### config.mk
export PLATFORM = sky130hd
export DESIGN_NAME = band_power_scheduler
export DESIGN_NICKNAME = d
export VERILOG_FILES = /design/src/rtl/band_power_scheduler.sv
export SDC_FILE = /design/constraint.sdc
export NUM_CORES = 1
export LEC_CHECK = 0
export ABC_AREA = 1
export CAP_MARGIN = 15
export CELL_PAD_IN_SITES_DETAIL_PLACEMENT = 1
export CELL_PAD_IN_SITES_GLOBAL_PLACEMENT = 1
export CORE_MARGIN = 2
export CORE_UTILIZATION = 38
export CTS_CLUSTER_DIAMETER = 200
export DETAILED_ROUTE_END_ITERATION = 12
export GPL_TIMING_DRIVEN = 0
export PLACE_DENSITY = 0.65
export SYNTH_ARGS = -nofsm -noshare
export SYNTH_HDL_FRONTEND = slang
export SYNTH_SLANG_ARGS = --single-unit
### constraint.sdc
create_clock -name clk -period 8.3 [get_ports clk]
set_input_delay 1.66 -clock clk [delete_from_list [all_inputs] [get_ports clk]]
set_output_delay 1.66 -clock clk [all_outputs]
set_load 0.02 [all_outputs]
### src/rtl/band_power_scheduler.sv
// Band-power sweep sequencer: requests one power value per band, tracks a decaying peak,
// and double-buffers completed sweeps into a display bank committed on vsync.
module band_power_scheduler #(
  parameter int NUM_BANDS  = 10,
  parameter int VAL_W      = 12,
  parameter int DECAY_STEP = 16,
  parameter int TIMEOUT    = 255
) (
  input  logic             clk,
  input  logic             rst_n,
  input  logic             update_tick,
  input  logic             vsync,
  output logic             calc_req,
  output logic [3:0]       calc_band,
  input  logic             calc_ack,
  input  logic [VAL_W-1:0] calc_power,
  input  logic [3:0]       rd_band,
  output logic [VAL_W-1:0] rd_value,
  output logic [VAL_W-1:0] rd_peak,
  output logic             busy,
  output logic             sweep_done,
  output logic             timeout_err,
  output logic             overrun
);

  localparam int CNT_W = $clog2(TIMEOUT + 1);

  typedef enum logic [1:0] {
    IDLE  = 2'd0,
    REQ   = 2'd1,
    STORE = 2'd2,
    DONE  = 2'd3
  } state_t;

  state_t           state_r, next_state_s;
  logic [3:0]       band_r, next_band_s;
  logic [CNT_W-1:0] wait_r, next_wait_s;
  logic [VAL_W-1:0] cap_r, next_cap_s;
  logic             timeout_s;
  logic             overrun_s;
  logic             pending_r;

  logic [VAL_W-1:0] shadow_val_r  [NUM_BANDS];
  logic [VAL_W-1:0] shadow_peak_r [NUM_BANDS];
  logic [VAL_W-1:0] disp_val_r    [NUM_BANDS];
  logic [VAL_W-1:0] disp_peak_r   [NUM_BANDS];

  // Peak follows a new maximum at once, otherwise falls by at most one decay step.
  function automatic logic [VAL_W-1:0] next_peak(input logic [VAL_W-1:0] old_pk,
                                                 input logic [VAL_W-1:0] cap);
    logic [VAL_W-1:0] dec;
    if (cap >= old_pk) begin
      return cap;
    end else begin
      dec = (old_pk > VAL_W'(DECAY_STEP)) ? (old_pk - VAL_W'(DECAY_STEP)) : '0;
      return (cap > dec) ? cap : dec;
    end
  endfunction

  // FSM state and per-band working registers
  always_ff @(posedge clk or negedge rst_n) begin
    if (!rst_n) begin
      state_r <= IDLE;
      band_r  <= 4'd0;
      wait_r  <= '0;
      cap_r   <= '0;
    end else begin
      state_r <= next_state_s;
      band_r  <= next_band_s;
      wait_r  <= next_wait_s;
      cap_r   <= next_cap_s;
    end
  end

  // Next-state logic, ack capture and timeout detection
  always_comb begin
    next_state_s = state_r;
    next_band_s  = band_r;
    next_wait_s  = wait_r;
    next_cap_s   = cap_r;
    timeout_s    = 1'b0;
    overrun_s    = 1'b0;
    case (state_r)
      IDLE: begin
        if (update_tick) begin
          next_state_s = REQ;
          next_band_s  = 4'd0;
          next_wait_s  = '0;
        end else begin
          next_state_s = IDLE;
        end
      end
      REQ: begin
        overrun_s = update_tick;
        if (calc_ack) begin
          next_cap_s   = calc_power;
          next_state_s = STORE;
        end else if (wait_r == CNT_W'(TIMEOUT)) begin
          next_cap_s   = '0;
          timeout_s    = 1'b1;
          next_state_s = STORE;
        end else begin
          next_wait_s  = wait_r + CNT_W'(1);
        end
      end
      STORE: begin
        overrun_s = update_tick;
        if (band_r == 4'(NUM_BANDS - 1)) begin
          next_state_s = DONE;
        end else begin
          next_band_s  = band_r + 4'd1;
          next_wait_s  = '0;
          next_state_s = REQ;
        end
      end
      DONE: begin
        overrun_s    = update_tick;
        next_state_s = IDLE;
      end
      default: begin
        next_state_s = IDLE;
      end
    endcase
  end

  // Registered status and request outputs, derived from the upcoming state
  always_ff @(posedge clk or negedge rst_n) begin
    if (!rst_n) begin
      calc_req    <= 1'b0;
      calc_band   <= 4'd0;
      busy        <= 1'b0;
      sweep_done  <= 1'b0;
      timeout_err <= 1'b0;
      overrun     <= 1'b0;
    end else begin
      calc_req    <= (next_state_s == REQ);
      calc_band   <= next_band_s;
      busy        <= (next_state_s != IDLE);
      sweep_done  <= (next_state_s == DONE);
      timeout_err <= timeout_s;
      overrun     <= overrun_s;
    end
  end

  // A finished sweep stays pending until the next frame start takes it
  always_ff @(posedge clk or negedge rst_n) begin
    if (!rst_n) begin
      pending_r <= 1'b0;
    end else if (state_r == DONE) begin
      pending_r <= 1'b1;
    end else if (vsync) begin
      pending_r <= 1'b0;
    end
  end

  // Shadow bank written per band; whole bank copied to the display bank on commit
  always_ff @(posedge clk or negedge rst_n) begin
    if (!rst_n) begin
      for (int i = 0; i < NUM_BANDS; i++) begin
        shadow_val_r[i]  <= '0;
        shadow_peak_r[i] <= '0;
        disp_val_r[i]    <= '0;
        disp_peak_r[i]   <= '0;
      end
    end else begin
      if (state_r == STORE) begin
        shadow_val_r[band_r]  <= cap_r;
        shadow_peak_r[band_r] <= next_peak(shadow_peak_r[band_r], cap_r);
      end
      if (vsync && pending_r) begin
        for (int i = 0; i < NUM_BANDS; i++) begin
          disp_val_r[i]  <= shadow_val_r[i];
          disp_peak_r[i] <= shadow_peak_r[i];
        end
      end
    end
  end

  // Display read port; indices past the last band read as zero
  always_ff @(posedge clk or negedge rst_n) begin
    if (!rst_n) begin
      rd_value <= '0;
      rd_peak  <= '0;
    end else if (rd_band < 4'(NUM_BANDS)) begin
      rd_value <= disp_val_r[rd_band];
      rd_peak  <= disp_peak_r[rd_band];
    end else begin
      rd_value <= '0;
      rd_peak  <= '0;
    end
  end

endmodule

==> results of run 1 <==
## path summary, 6_finish.rpt
path,endpoint,depth (start not counted),start
max in group asynchronous,cap_r[0],3,rst_n
max,shadow_peak_r[2],24,calc_band[0]
min reg2reg,wait_r[7],1,wait_r[7]
max reg2reg,shadow_peak_r[2],24,calc_band[0]
min,wait_r[7],1,wait_r[7]
min in group asynchronous,shadow_val_r[33],1,rst_n
## Yosys cell counts (all sizes together)
cell	number	area [sq um]
nor4	1	6.26
dfrtp	536	13400
o2111ai	1	8.76
nand3b	2	15.0
nor2	125	517
and3	1	6.26
mux2i	11	110
ha	31	388
clkbuf	151	567
buf	31	170
nor3	5	25.0
inv	288	1080
o221ai	29	254
clkinv	2	7.51
o21ai	494	2480
o31a	1	8.76
nand2	864	3300
a31o	5	43.8
o211ai	7	52.6
o22ai	19	119
nand3	204	1020
mux2	21	236
a31oi	1	6.26
nand4	20	138
a21oi	42	210
o21a	3	22.5
## sequential cells by signal, summed over array words and instances, names as in the netlist
| signal | count |
|---|---|
| wait_r | 8 |
| overrun | 1 |
| sweep_done | 1 |
| disp_val_r | 120 |
| pending_r | 1 |
| state_r | 2 |
| shadow_val_r | 120 |
| busy | 1 |
| disp_peak_r | 120 |
| shadow_peak_r | 120 |
| cap_r | 12 |
| timeout_err | 1 |
| rd_peak | 12 |
| calc_req | 1 |
| calc_band | 4 |
| rd_value | 12 |
## cell type report
type | instances | area share
sequential | 536 | 0.479
multi-input combinational | 1887 | 0.320
clock buffer | 84 | 0.0633
inverter | 290 | 0.0389
tap | 846 | 0.0378
buffer | 182 | 0.0263
timing repair buffer | 58 | 0.0238
clock inverter | 30 | 0.0106
antenna | 1 | 0.0000894
## power breakdown
part           leakage, nW  switching (mW)  internal, mW
logic                 4.83            3.59          1.05
registers             7.25           0.366          3.20
clock network         1.03            1.18          1.62
total                 13.1            5.14          5.86
## metal layers
layer  routed length [um]  up-vias  track usage
met3                 6570      157       0.0545
met4                 2980        0       0.0869
li1                     -     9599            -
met2                45000      692        0.478
met5                    0        -            0
met1                45400    11200        0.433
## critical path, cell delays in order, from the launching register on
cell       delay [ns]
dfrtp_1          0.46
buf_2            0.25
buf_4            0.24
buf_2            0.40
o21ai_0          0.18
nand2_1          0.21
nand3_1          0.31
ha_1             0.32
nand4_1          0.14
nor2_1           0.08
nand2_1          0.07
nand2_1          0.08
nand2_4          0.16
nand3_1          0.10
ha_1             0.31
nand2_1          0.09
nor3_1           0.34
nand2_1          0.09
o2111ai_1        0.09
nand2_1          0.10
nand3_1          0.15
clkbuf_1         0.44
nand2_1          0.67
nand3_1          0.32
nand2_1          0.07
## kinds of logic after synthesis
| kind of cell | Yosys count |
|---|---|
| multiplexers | 32 |
| adder cells (fa/ha/maj) | 31 |
| AND/OR/NAND/NOR | 1222 |
| AO/OA/AOI/OAI | 602 |
| buffers and inverters | 472 |
| flip-flops | 536 |
## through the flow
stage                util  power [mW]  cell area (sq um)  hold slack (ns)  cells
global route        0.444        11.6              28000            0.494   3913
global placement    0.409        8.01              25800            0.449   3792
CTS                 0.444        10.9              28000            0.477   3913
finish              0.444        11.0              28000            0.476   3914
floorplan               -        6.01              24200            0.434   2895
detailed placement  0.411        8.13              25900            0.466   3799
==> flow_metrics.tcl, run 1 <==
set metrics [dict create \
    cts_root_buffer "clkbuf_16" \
    finalCritPeriodShare 0.701 \
    dp_hpwl_mm 72.6 \
    clock_latency_ns 0.65 \
    leakage_nw 13.1 \
    ys_seq_area_frac 0.554 \
    clk_pin_slew_ns 0.06 \
    p_per_area_nw_per_um2 393 \
    drt_iter0_drc 2251 \
    finalWorstSetupSlack_ns 2.48 \
    grtUsageTotal 0.305 \
    grt_max_degree 119 \
    synth-compound-area-share 0.133 \
    worstPathArrival_ns 6.34 \
    muxShareOfSynthArea 0.0143 \
    finalMaxSlewViolations 0 \
    multi_input_area_sq_um 8970 \
    cts_tree "done" \
    seq_area_sq_um 13400 \
    status "completed" \
    chipWidth_um 256 \
    grt_pass1_vias 22300 \
    synth_xor_area_frac 0 \
    final_cell_mix "845 x nand2_1, 536 x dfrtp_1, 485 x o21ai_0" \
    cts_buffers 60 \
    r2r_slack_ns 2.48 \
    start_util 0.384 \
    antenna_found_initial 2 \
    final_common_cell "nand2_1" \
    maxCapViolCount 0 \
    setup_tns_ns 0 \
    overflow 0 \
    slew_headroom 0.117 \
    hold_violations 0 \
    syn-cell-area_sq_um 24200 \
    cts_resized 0 \
    routed_wl_mm 99.9 \
    worst-setup-path-type "flip-flop to flip-flop" \
    dp_slack_ns 2.69 \
    hp-class "flip-flop to flip-flop" \
    final_antenna_net_count 0 \
    dieArea_sq_um 65700 \
    crit_required_ns 8.82 \
    ctsHoldBuffers 0 \
    drive_above_1_share 0.0672 \
    pin_count 54 \
    cts_setup_buffers 0 \
    grt_pass1_wl_mm 149 \
    drc_errors 0 \
    syn_inst 2895 \
    io_buffers 51 \
    min_period_ns 5.82 \
    cts_sinks 536 \
    tightest_slew_ns 1.33 \
    clock_skew_ns 0.0274 \
    vdd_drop_max_mv 0.340 \
    nets 3067 \
    syn_avg_cell_area_sq_um 8.36 \
    area_delta_synth_final_pct 15.7 \
    num_rows 92 \
    yosys.area_share.simple 0.208 \
    clockBufferDepth 3 \
    core_sq_um 63100 \
    endpoint_kind "flip-flop" \
    vias_per_cell 5.53 \
    avgRoutedWirePerCell_um 25.5 \
    routed-via-count 21600 \
    htree_levels 2 \
    synth_cell_type_count 37 \
    syn-num-nets 2947 \
    die_h_um 256 \
    yosys.area_share.adder 0.0160 \
    worstPathMaxFanout 10 \
    fillers 7647 \
    rsz0062_at_grt "false" \
    synth_top_family_by_area "simple AND/OR/NAND/NOR gates" \
    setup_viol 0 \
    ys_seq_elements 536 \
    drtPass1Iterations 7 \
    synth_warnings 0 \
    max_freq_mhz 172 \
    cp-start-kind "flip-flop" \
    gp_congestion 0.961 \
]
Note: power is estimated with default switching activity, not from simulation.
==> inputs of run 2 (changes only) <==
==> constraint.sdc (replaced) <==
create_clock -name clk -period 5.92 [get_ports clk]
set_input_delay 1.184 -clock clk [delete_from_list [all_inputs] [get_ports clk]]
set_output_delay 1.184 -clock clk [all_outputs]
set_load 0.02 [all_outputs]
==> run 2 against run 1 <==
Combinational power increased by 41%. Via count about the same. Sequential power increased by 40%. Sequential share of layout area about the same. Maximum frequency decreased by 0.38%. Global-route usage unchanged. Power increased by 40%. Highest routed layer unchanged. Hold slack unchanged. Critical path depth unchanged. Clock power increased by 40%. Count of clock-buffer cells in the layout unchanged.
==> flow_metrics.tcl, run 2 (synthesis gave the netlist of run 1 again) <==
set metrics [dict create \
    status "completed" \
    worstPathArrival_ns 6.36 \
    placed_area_sq_um 25900 \
    clockBufferDepth 3 \
    final_area_sq_um 28000 \
    finalWorstSetupSlack_ns 0.0773 \
    drt_iter0_drc 2254 \
    final_cell_mix "844 x nand2_1, 536 x dfrtp_1, 485 x o21ai_0" \
    vias_per_cell 5.52 \
    max_freq_mhz 171 \
    grt_max_degree 119 \
    drive_above_1_share 0.0675 \
    r2r_slack_ns 0.08 \
    rsz0062_at_grt "true" \
    min-delay-start "wait_r[7]" \
    start_util 0.384 \
    startpoint "calc_band[0]" \
    routed_wl_mm 99.9 \
    setup_viol 0 \
    pin_count 54 \
    clk_pin_slew_ns 0.06 \
    nets 3067 \
    crit_end "shadow_peak_r[2]" \
    maxCapViolCount 0 \
    min_period_ns 5.84 \
    cp_num_buf_inv 4 \
    drc_errors 0 \
    gp_congestion 0.961 \
    wl_met3_mm 6.80 \
    worstPathMaxFanout 10 \
    num_rows 92 \
    endpoint_kind "flip-flop" \
    io_buffers 51 \
    critPathMaxStageDelay_ns 0.67 \
    grt_pass1_wl_mm 149 \
    hp-class "flip-flop to flip-flop" \
    die_h_um 256 \
    final_antenna_net_count 0 \
    cts_sinks 536 \
    p_total_mw 15.4 \
    cp.depth 24 \
    dp_slack_ns 0.307 \
    finalMaxSlewViolations 0 \
    clock_latency_ns 0.65 \
    antenna_found_initial 2 \
    r2r_cells 24 \
    cp_common_cell "nand2_1" \
    grt_pass1_vias 22300 \
    p_per_area_nw_per_um2 551 \
    cts_tree "done" \
    cts_root_buffer "clkbuf_16" \
    cp_cell_sequence "buf_2 -> buf_4 -> buf_2 -> o21ai_0 -> nand2_1 -> nand3_1 -> ha_1 -> nand4_1 -> nor2_1 -> nand2_1 -> nand2_1 -> nand2_4 -> nand3_1 -> ha_1 -> nand2_1 -> nor3_1 -> nand2_1 -> o2111ai_1 -> nand2_1 -> nand3_1 -> clkbuf_1 -> nand2_1 -> nand3_1 -> nand2_1" \
    met2_length_mm 45.1 \
    postLayoutCoreUtil 0.444 \
    htree_levels 2 \
    hold_violations 0 \
    leakage_nw 13.1 \
    worst-setup-path-type "flip-flop to flip-flop" \
    overflow 0 \
    clock_skew_ns 0.0273 \
    drt-met1-wl_mm 45.1 \
    tightest_slew_ns 1.33 \
    path_delay_family "simple AND/OR/NAND/NOR gates" \
    r2r_end "shadow_peak_r[2]" \
    cp-start-kind "flip-flop" \
    highest_layer "met4" \
    final_common_cell "nand2_1" \
    finalCritPeriodShare 0.987 \
    crit_required_ns 6.44 \
    drtPass1Iterations 7 \
    hold_depth 1 \
    chipWidth_um 256 \
    slew_headroom 0.117 \
    routed-via-count 21600 \
    rr_startpoint "calc_band[0]" \
    cts_buffers 60 \
    grtUsageTotal 0.305 \
    vdd_drop_max_mv 0.484 \
    dp_hpwl_mm 72.6 \
    avgRoutedWirePerCell_um 25.5 \
    slowest_stage "nand2_1" \
    core_sq_um 63100 \
    dieArea_sq_um 65700 \
    area_delta_synth_final_pct 15.7 \
]
[run 2: changes by cell type in the layout (fill, tap and decap cells not counted)]
cell,previous run,this run
nand2_1,845,844
nand2_2,18,19
[run 2: worst min-delay path by stage]
stage / end / slack (ns)
6_report: wait_r[7] / 0.48
5_1_grt: wait_r[7] / 0.49
4_1_cts: wait_r[7] / 0.48
3_5_place_dp: shadow_peak_r[51] / 0.47
3_3_place_gp: wait_r[7] / 0.45
2_1_floorplan: wait_r[7] / 0.43
[run 2: area by class of cell]
class / count / area [sq um]
Inverter: 290 / 1090
Timing Repair Buffer: 58 / 667
Buffer: 182 / 737
Clock inverter: 30 / 298
Tap cell: 846 / 1060
Fill cell: 7646 / 35100
Clock buffer: 84 / 1770
Sequential cell: 536 / 13400
Antenna cell: 1 / 2.50
Multi-Input combinational cell: 1887 / 8970
[run 2: repair_timing]
item	CTS	global route
hold buffers	0	0
gates resized for setup	0	1
setup buffers	0	0
setup endpoints to repair	0	55
[run 2: routing by layer]
layer | GRT usage | vias to the layer above
met5 | 0 | -
met4 | 0.0869 | 0
met3 | 0.0545 | 158
met2 | 0.478 | 718
met1 | 0.433 | 11100
li1 | - | 9601
[run 2: power breakdown]
part           internal (mW)  leakage, nW  total, mW  switching [mW]
Combinational           1.47         4.83       6.52            5.05
Sequential              4.49         7.25       5.00           0.514
Clock                   2.27         1.03       3.92            1.65
[run 2: metrics by stage]
| stage | setup TNS, ns | instances | hold WS (ns) |
|---|---|---|---|
| floorplan | 0 | 2895 | 0.434 |
| global placement | - | 3792 | 0.449 |
| detailed placement | 0 | 3799 | 0.466 |
| CTS | 0 | 3913 | 0.477 |
| global route | -5.31 | 3913 | 0.494 |
| finish | 0 | 3914 | 0.476 |
==> inputs of run 3 (changes only) <==
--- a/config.mk
+++ b/config.mk
@@ -6,7 +6,6 @@
 export NUM_CORES = 1
 export LEC_CHECK = 0
 export ABC_AREA = 1
-export CAP_MARGIN = 15
 export CELL_PAD_IN_SITES_DETAIL_PLACEMENT = 1
 export CELL_PAD_IN_SITES_GLOBAL_PLACEMENT = 1
 export CORE_MARGIN = 2
@@ -15,6 +14,7 @@
 export DETAILED_ROUTE_END_ITERATION = 12
 export GPL_TIMING_DRIVEN = 0
 export PLACE_DENSITY = 0.65
+export SKIP_LAST_GASP = 1
 export SYNTH_ARGS = -nofsm -noshare
 export SYNTH_HDL_FRONTEND = slang
 export SYNTH_SLANG_ARGS = --single-unit
==> run 3 against run 2 <==
Global-route usage about the same. Hold slack got worse by 0.0039 ns. Register-to-register slack lost 0.06 ns. Sequential power about the same.
==> flow_metrics.tcl, run 3 (synthesis gave the netlist of run 1 again) <==
set metrics [dict create \
    status "completed" \
    antenna_found_initial 2 \
    num_rows 92 \
    rsz0062_at_grt "true" \
    hold_slack_ns 0.472 \
    setup_tns_ns 0 \
    startpoint "calc_band[0]" \
    clock_skew_ns 0.0298 \
    ctsHoldBuffers 0 \
    final_area_sq_um 28000 \
    final_common_cell "nand2_1" \
    critPathMaxStageDelay_ns 0.68 \
    cts_buffers 60 \
    hold_end "wait_r[7]" \
    cts_root_buffer "clkbuf_16" \
    clockBufferDepth 3 \
    slew_headroom 0.0818 \
    path_delay_family "simple AND/OR/NAND/NOR gates" \
    grt_max_degree 119 \
    p_per_area_nw_per_um2 554 \
    finalMaxSlewViolations 0 \
    setup_viol 0 \
    slowest_stage "nand2_1" \
    r2r_cells 24 \
    use_met2 0.484 \
    start_util 0.384 \
    cp_common_cell "nand2_1" \
    overflow 0 \
    endpoint_kind "flip-flop" \
    worstPathArrival_ns 6.41 \
    fillers 7650 \
    vias_per_cell 5.54 \
    grt_pass1_wl_mm 149 \
    final_antenna_net_count 0 \
    worstPathMaxFanout 10 \
    htree_levels 2 \
    worst-setup-path-type "flip-flop to flip-flop" \
    drive_above_1_share 0.0646 \
    top_usage_layer "met2" \
    cts_sinks 536 \
    min-delay-start "wait_r[7]" \
    chipWidth_um 256 \
    p_total_mw 15.5 \
    hp-class "flip-flop to flip-flop" \
    nets 3064 \
    dp_hpwl_mm 72.2 \
    tightest_slew_ns 1.38 \
    avgRoutedWirePerCell_um 25.6 \
    leakage_nw 13.1 \
    core_sq_um 63100 \
    grtUsageTotal 0.305 \
    cp-start-kind "flip-flop" \
    routed-via-count 21700 \
    dieArea_sq_um 65700 \
    hold_violations 0 \
    hold_depth 1 \
    cts_resized 0 \
    final_cell_mix "845 x nand2_1, 536 x dfrtp_1, 485 x o21ai_0" \
    finalCritPeriodShare 0.998 \
    grtUsageMet1 0.428 \
    min_period_ns 5.91 \
    clock_latency_ns 0.65 \
    drtPass1Iterations 5 \
    routed_wl_mm 100 \
    cts_tree "done" \
    drc_errors 0 \
    max_freq_mhz 169 \
    io_buffers 51 \
    cp_cell_sequence "buf_2 -> buf_4 -> buf_2 -> nand2_1 -> o21ai_0 -> nand2_1 -> nand3_1 -> inv_1 -> ha_1 -> nand3_1 -> nand2_1 -> nand2_4 -> nand3_1 -> ha_1 -> nand2_1 -> nor3_1 -> nand2_1 -> o2111ai_1 -> nand2_1 -> nand3_1 -> clkbuf_1 -> nand2_1 -> nand3_1 -> nand2_1" \
    pin_count 54 \
    gp_congestion 0.961 \
    clk_pin_slew_ns 0.06 \
    rr_startpoint "calc_band[0]" \
    r2r_end "shadow_peak_r[2]" \
    crit_required_ns 6.43 \
    area_delta_synth_final_pct 15.8 \
    grtUsageMet3 0.0562 \
    grt_pass1_vias 22400 \
    die_h_um 256 \
    maxCapViolCount 0 \
    cts_setup_buffers 0 \
    drt_iter0_drc 2109 \
    vdd_drop_max_mv 0.466 \
    cp_num_buf_inv 5 \
    r2r_slack_ns 0.01 \
    placed_area_sq_um 25900 \
]
-- run 3: area by class of cell --
type,instances,area [sq um],share of cell area
Clock buffer,90,1830,0.0652
Clock inverter,24,313,0.0112
Inverter,290,1090,0.0388
Buffer,182,737,0.0263
Tap cell,846,1060,0.0378
Timing Repair Buffer,55,626,0.0223
Sequential cell,536,13400,0.478
Antenna cell,1,2.50,0.0000893
Multi-Input combinational cell,1887,8970,0.320
-- run 3: worst max-delay path by stage --
| stage | slack (ns) | cells past startpoint | endpoint |
|---|---|---|---|
| 6_report | 0.01 | 24 | shadow_peak_r[2] |
| 5_1_grt | -0.22 | 24 | shadow_peak_r[54] |
| 4_1_cts | 0.10 | 24 | shadow_peak_r[54] |
| 3_5_place_dp | 0.16 | 24 | shadow_peak_r[2] |
| 3_3_place_gp | -20.89 | 1 | cap_r[10] |
| 2_1_floorplan | 2.16 | 25 | shadow_peak_r[100] |
-- run 3: stage by stage --
| step | std cells | utilization | setup slack, ns |
|---|---|---|---|
| 2_1_floorplan | 2895 | - | 2.16 |
| 3_3_place_gp | 3792 | 0.409 | -20.89 |
| 3_5_place_dp | 3796 | 0.410 | 0.162 |
| 4_1_cts | 3910 | 0.444 | 0.104 |
| 5_1_grt | 3910 | 0.444 | -0.215 |
| 6_report | 3911 | 0.444 | 0.0143 |
-- run 3: report_power, final --
group / total, mW / switching (mW) / leakage, nW / internal (mW)
combinational: 6.47 / 5.02 / 4.81 / 1.45
sequential: 5.00 / 0.513 / 7.25 / 4.49
clock: 4.06 / 1.63 / 1.06 / 2.43
-- run 3: routing by layer --
layer,part of all wire,vias up
met5,0,-
met4,0.028,0
met3,0.068,145
met2,0.45,747
met1,0.45,11200
li1,-,9580
==> edit 1: new RTL, config.mk and constraints of run 2 <==
Make the reset (`rst_n`) synchronous in 5 clocked blocks.
--- a/src/rtl/band_power_scheduler.sv
+++ b/src/rtl/band_power_scheduler.sv
@@ -60,3 +60,3 @@
   // FSM state and per-band working registers
-  always_ff @(posedge clk or negedge rst_n) begin
+  always_ff @(posedge clk) begin
     if (!rst_n) begin
@@ -126,3 +126,3 @@
   // Registered status and request outputs, derived from the upcoming state
-  always_ff @(posedge clk or negedge rst_n) begin
+  always_ff @(posedge clk) begin
     if (!rst_n) begin
@@ -145,3 +145,3 @@
   // A finished sweep stays pending until the next frame start takes it
-  always_ff @(posedge clk or negedge rst_n) begin
+  always_ff @(posedge clk) begin
     if (!rst_n) begin
@@ -156,3 +156,3 @@
   // Shadow bank written per band; whole bank copied to the display bank on commit
-  always_ff @(posedge clk or negedge rst_n) begin
+  always_ff @(posedge clk) begin
     if (!rst_n) begin
@@ -179,3 +179,3 @@
   // Display read port; indices past the last band read as zero
-  always_ff @(posedge clk or negedge rst_n) begin
+  always_ff @(posedge clk) begin
     if (!rst_n) begin
Function: differs if rst_n is asserted again (counterexample within 4 cycles, from zero or initial values and one cycle with rst_n low); with rst_n held inactive, the same outputs for 4 cycles.
==> edit 1 against run 2 <==
- synthesized area up 9.7%
- global-route usage down 6.1 points
- design area up 9.1%
- routed wire length down 13%
- setup slack better by 230 ps
- sequential cell count up 76
- critical endpoint is now shadow_peak_r[12][7]$_DFFE_PP_
- count of clock-buffer cells in the layout up 8
Power is not compared: it rests on default switching activity, and its combinational part moved more than twofold at a synthesized area within 25%.
==> edit 1: results (changes against run 2) <==
[routing]
first_iter_violations = 1681  ; was 2254
vias = 19200  ; was 21.6k
drt-pass1-iter-count = 5  ; was 7
wl_mm = 86.6  ; was 99.9 mm

[yosys]
synthTopCellsByArea = edfxtp_1 62%, nor2_1 9.5%, inv_1 5.0%  ; was dfrtp_1 55%, nand2_1 13%, o21ai_0 10%
async_flop_share = 0  ; was 1.00
synth-edff-count = 552  ; was 0
yosysSeqAreaShare = 0.670  ; was 0.554
syn_nets = 2666  ; was 2947
synth_top_cells_by_count = 673 x nor2_1, 552 x edfxtp_1, 353 x inv_1  ; was 845 x nand2_1, 536 x dfrtp_1, 485 x o21ai_0

[setup_path]
cp-endpoint = shadow_peak_r[12][7]$_DFFE_PP_  ; was shadow_peak_r[2]$_DFFE_PN0P_
arrival_ps = 5890  ; was 6360 ps
crit_slowest_cell = clkbuf_1  ; was nand2_1
r2r_cells = 25  ; was 24
cpPeakStageDelay_ps = 740  ; was 670 ps
regToRegSetupSlack_ps = 310  ; was 80 ps

[clock_network]
insertion_delay_ps = 600  ; was 650 ps
htree_levels = 3  ; was 2
cts_made_buffers = 69  ; was 60

[grt]
grt_pass1_vias = 19800  ; was 22.3k
antenna_found_initial = 0  ; was 2
grt_pass1_wl_mm = 127  ; was 149 mm

[timing]
finClkSkew_ps = 28.2  ; was 27.3 ps
min_period_ps = 5610  ; was 5840 ps
whs_ps = 456  ; was 476 ps

[hold_path]
hp-class = reg2reg  ; unchanged
whs_path_depth = 1  ; unchanged
worst_hold_path.endpoint = wait_r[7]$_SDFFE_PN0P_  ; was wait_r[7]$_DFFE_PN0P_
hold_start = wait_r[7]$_SDFFE_PN0P_  ; was wait_r[7]$_DFFE_PN0P_

[outcome]
status = completed  ; unchanged

[place]
placement.io_buffers = 50  ; was 51
dp_slack_ps = 263  ; was 307 ps

[cells_and_area]
nNetsFinal = 2803  ; was 3067
layout-drive-gt1-share = 0.0575  ; was 0.0675

[edit 1: cell count changes after synthesis, moves of 56 or more]
cell      delta
a21oi_1     +56
dfrtp_1    -536
dfxtp_1     +60
edfxtp_1   +552
inv_1       +74
nand2_1    -524
nand3_1     -62
nor2_1     +557
o21ai_0    -362
[edit 1: critical path, delay by kind of cell (launching register included)]
kind | cells | cell delay (ps)
buf+inv | 7 | 1830
simple gates | 17 | 2830
fa+ha+maj | 1 | 300
flops | 1 | 300
[edit 1: report_power, final]
group          switching [µW]  internal, µW
clock network            1690          2210
logic                     443           167
registers                47.7          4820
[edit 1: stage by stage]
step | total power (µW) | cell area, µm² | cells
2_1_floorplan | 5290 | 26500 | 2616
3_3_place_gp | 5540 | 28200 | 3597
3_5_place_dp | 5560 | 28500 | 3609
4_1_cts | 9420 | 30500 | 3727
5_1_grt | 9650 | 30600 | 3731
6_report | 9380 | 30600 | 3732
[edit 1: kinds of logic after synthesis]
| kind of cell | Yosys count | share of synthesized area |
|---|---|---|
| compound gates | 300 | 0.0661 |
| flops | 612 | 0.670 |
| simple gates | 1173 | 0.176 |
| buf+inv | 498 | 0.0732 |
| xor+xnor | 4 | 0.00132 |
| fa+ha+maj | 29 | 0.0137 |
[edit 1: layout make-up]
type	count	area [µm²]	share of cell area
Buffer	141	607	0.0199
Timing Repair Buffer	66	828	0.0271
Inverter	357	1340	0.0439
Sequential cell	612	17800	0.582
Clock buffer	92	1830	0.0600
Multi-Input combinational cell	1506	6860	0.224
Antenna cell	1	2.50	0.0000819
Clock inverter	26	146	0.00479
Tap cell	931	1160	0.0381
[edit 1: layer usage]
layer	routed length [µm]	vias to the layer above	track usage
li1	-	8886	-
met1	38100	9619	0.334
met2	40500	588	0.397
met3	5200	136	0.0300
met4	2810	0	0.0904
met5	0	-	0
==> edit 2: new RTL, config.mk and constraints of run 2 <==
Made on the original files. `NUM_BANDS`: 10 -> 9.
--- a/src/rtl/band_power_scheduler.sv
+++ b/src/rtl/band_power_scheduler.sv
@@ -3,3 +3,3 @@
 module band_power_scheduler #(
-  parameter int NUM_BANDS  = 10,
+  parameter int NUM_BANDS  = 9,
   parameter int VAL_W      = 12,
Check against the original RTL: no difference found for any inputs over 4 cycles, from zero or initial values and one cycle with rst_n low; that may be too few to reach the edited logic, so the function may still have changed.
==> edit 2 against run 2 <==
- global-route usage fell by 0.80 points
- total power fell by 7.3%
- largest power group unchanged
- synthesized area fell by 8.3%
- cell count fell by 9.3%
- sequential cell count fell by 48
- worst hold slack improved by 4.6 ps
- setup slack improved by 420 ps
- routed wire length fell by 12%
- combinational power fell by 7.7%
- design area fell by 8.3%
==> edit 2: results (changes against run 2) <==
[outcome]
status = completed  ; unchanged

[setup_path]
regToRegSetupSlack_ps = 500  ; was 80 ps
critPathMaxFanout = 11  ; was 10
reg2reg_to = shadow_peak_r[26]$_DFFE_PN0P_  ; was shadow_peak_r[2]$_DFFE_PN0P_
crit_slowest_cell = o21ai_2  ; was nand2_1

[grt]
grt_pass1_vias = 20300  ; was 22.3k
grt_pass1_wl_mm = 132  ; was 149 mm
met1_usage = 0.422  ; was 0.433
grt_util_met2 = 0.444  ; was 0.478
grt_usage = 0.297  ; was 0.305
grt_max_degree = 116  ; was 119

[power]
powerComb_uw = 6020  ; was 6520 µW
peakVddDrop_mv = 0.458  ; was 0.484 mV
p_leak_uw = 0.0120  ; was 0.0131 µW

[timing]
worst_slew_pin_slew_ps = 1190  ; was 1330 ps
whs_ps = 480  ; was 476 ps

[hold_path]
whs_path_depth = 2  ; was 1
hold_start = disp_peak_r[34]$_DFFE_PN0P_  ; was wait_r[7]$_DFFE_PN0P_
worst_hold_path.endpoint = disp_peak_r[34]$_DFFE_PN0P_  ; was wait_r[7]$_DFFE_PN0P_

[place]
placed_cell_area_mm2 = 0.0238  ; was 0.0259 mm²
place.gp.congestion = 0.908  ; was 0.961
dp_slack_ps = 508  ; was 307 ps

[yosys]
synth_top_cells_by_count = 771 x nand2_1, 488 x dfrtp_1, 375 x o21ai_0  ; was 845 x nand2_1, 536 x dfrtp_1, 485 x o21ai_0
synthTopCellsByArea = dfrtp_1 55%, nand2_1 13%, o21ai_0 8.5%  ; was dfrtp_1 55%, nand2_1 13%, o21ai_0 10%

[routing]
first_iter_violations = 1829  ; was 2254
wl_mm = 87.9  ; was 99.9 mm
met3_length_mm = 7.28  ; was 6.80 mm
vias = 19500  ; was 21.6k
top_layer_used = met5  ; was met4

[cells_and_area]
layout-drive-gt1-share = 0.0661  ; was 0.0675

[edit 2: worst max path at each step]
stage	from	end	slack [ps]	cells after the start
final	calc_band[0]$_DFFE_PN0P_	shadow_peak_r[26]$_DFFE_PN0P_	500	29
after global routing	calc_band[0]$_DFFE_PN0P_	shadow_peak_r[26]$_DFFE_PN0P_	80	29
after CTS	calc_band[0]$_DFFE_PN0P_	shadow_peak_r[38]$_DFFE_PN0P_	460	26
after detailed placement	calc_band[0]$_DFFE_PN0P_	shadow_peak_r[26]$_DFFE_PN0P_	510	26
after global placement	rst_n	sweep_done$_DFF_PN0_	-18410	1
after floorplan	calc_band[0]$_DFFE_PN0P_	shadow_peak_r[0]$_DFFE_PN0P_	1990	26
[edit 2: area by class of cell]
type                       instances  area [µm²]
inverter                         258         971
multi-input combinational       1721        8330
timing repair buffer              56         641
sequential                       488       12200
fill                            6882       32000
tap                              765         957
antenna                            1        2.50
buffer                           160         691
clock inverter                    16         203
clock buffer                      84        1670
[edit 2: cells by family after synthesis]
family | after synthesis | share of synthesized area
and+or+nand+nor | 1115 | 0.211
AOI/OAI and AO/OA | 546 | 0.133
DFF | 488 | 0.550
buffers and inverters | 418 | 0.0748
adders and majority gates | 31 | 0.0175
muxes | 23 | 0.0117
xor gates and xnor gates | 6 | 0.00237
[edit 2: worst max-delay path, delay by kind of cell, from the launching register on]
family / cells / cell delay [ps]
simple gates: 16 / 2100
buf+inv: 7 / 1360
compound gates: 4 / 810
fa+ha+maj: 2 / 500
flops: 1 / 480
[edit 2: what timing repair did]
action / CTS / global route
setup endpoints to repair: 0 / 6
hold buffers: 0 / 0
gates resized for setup: 0 / 1
setup buffers: 0 / 0
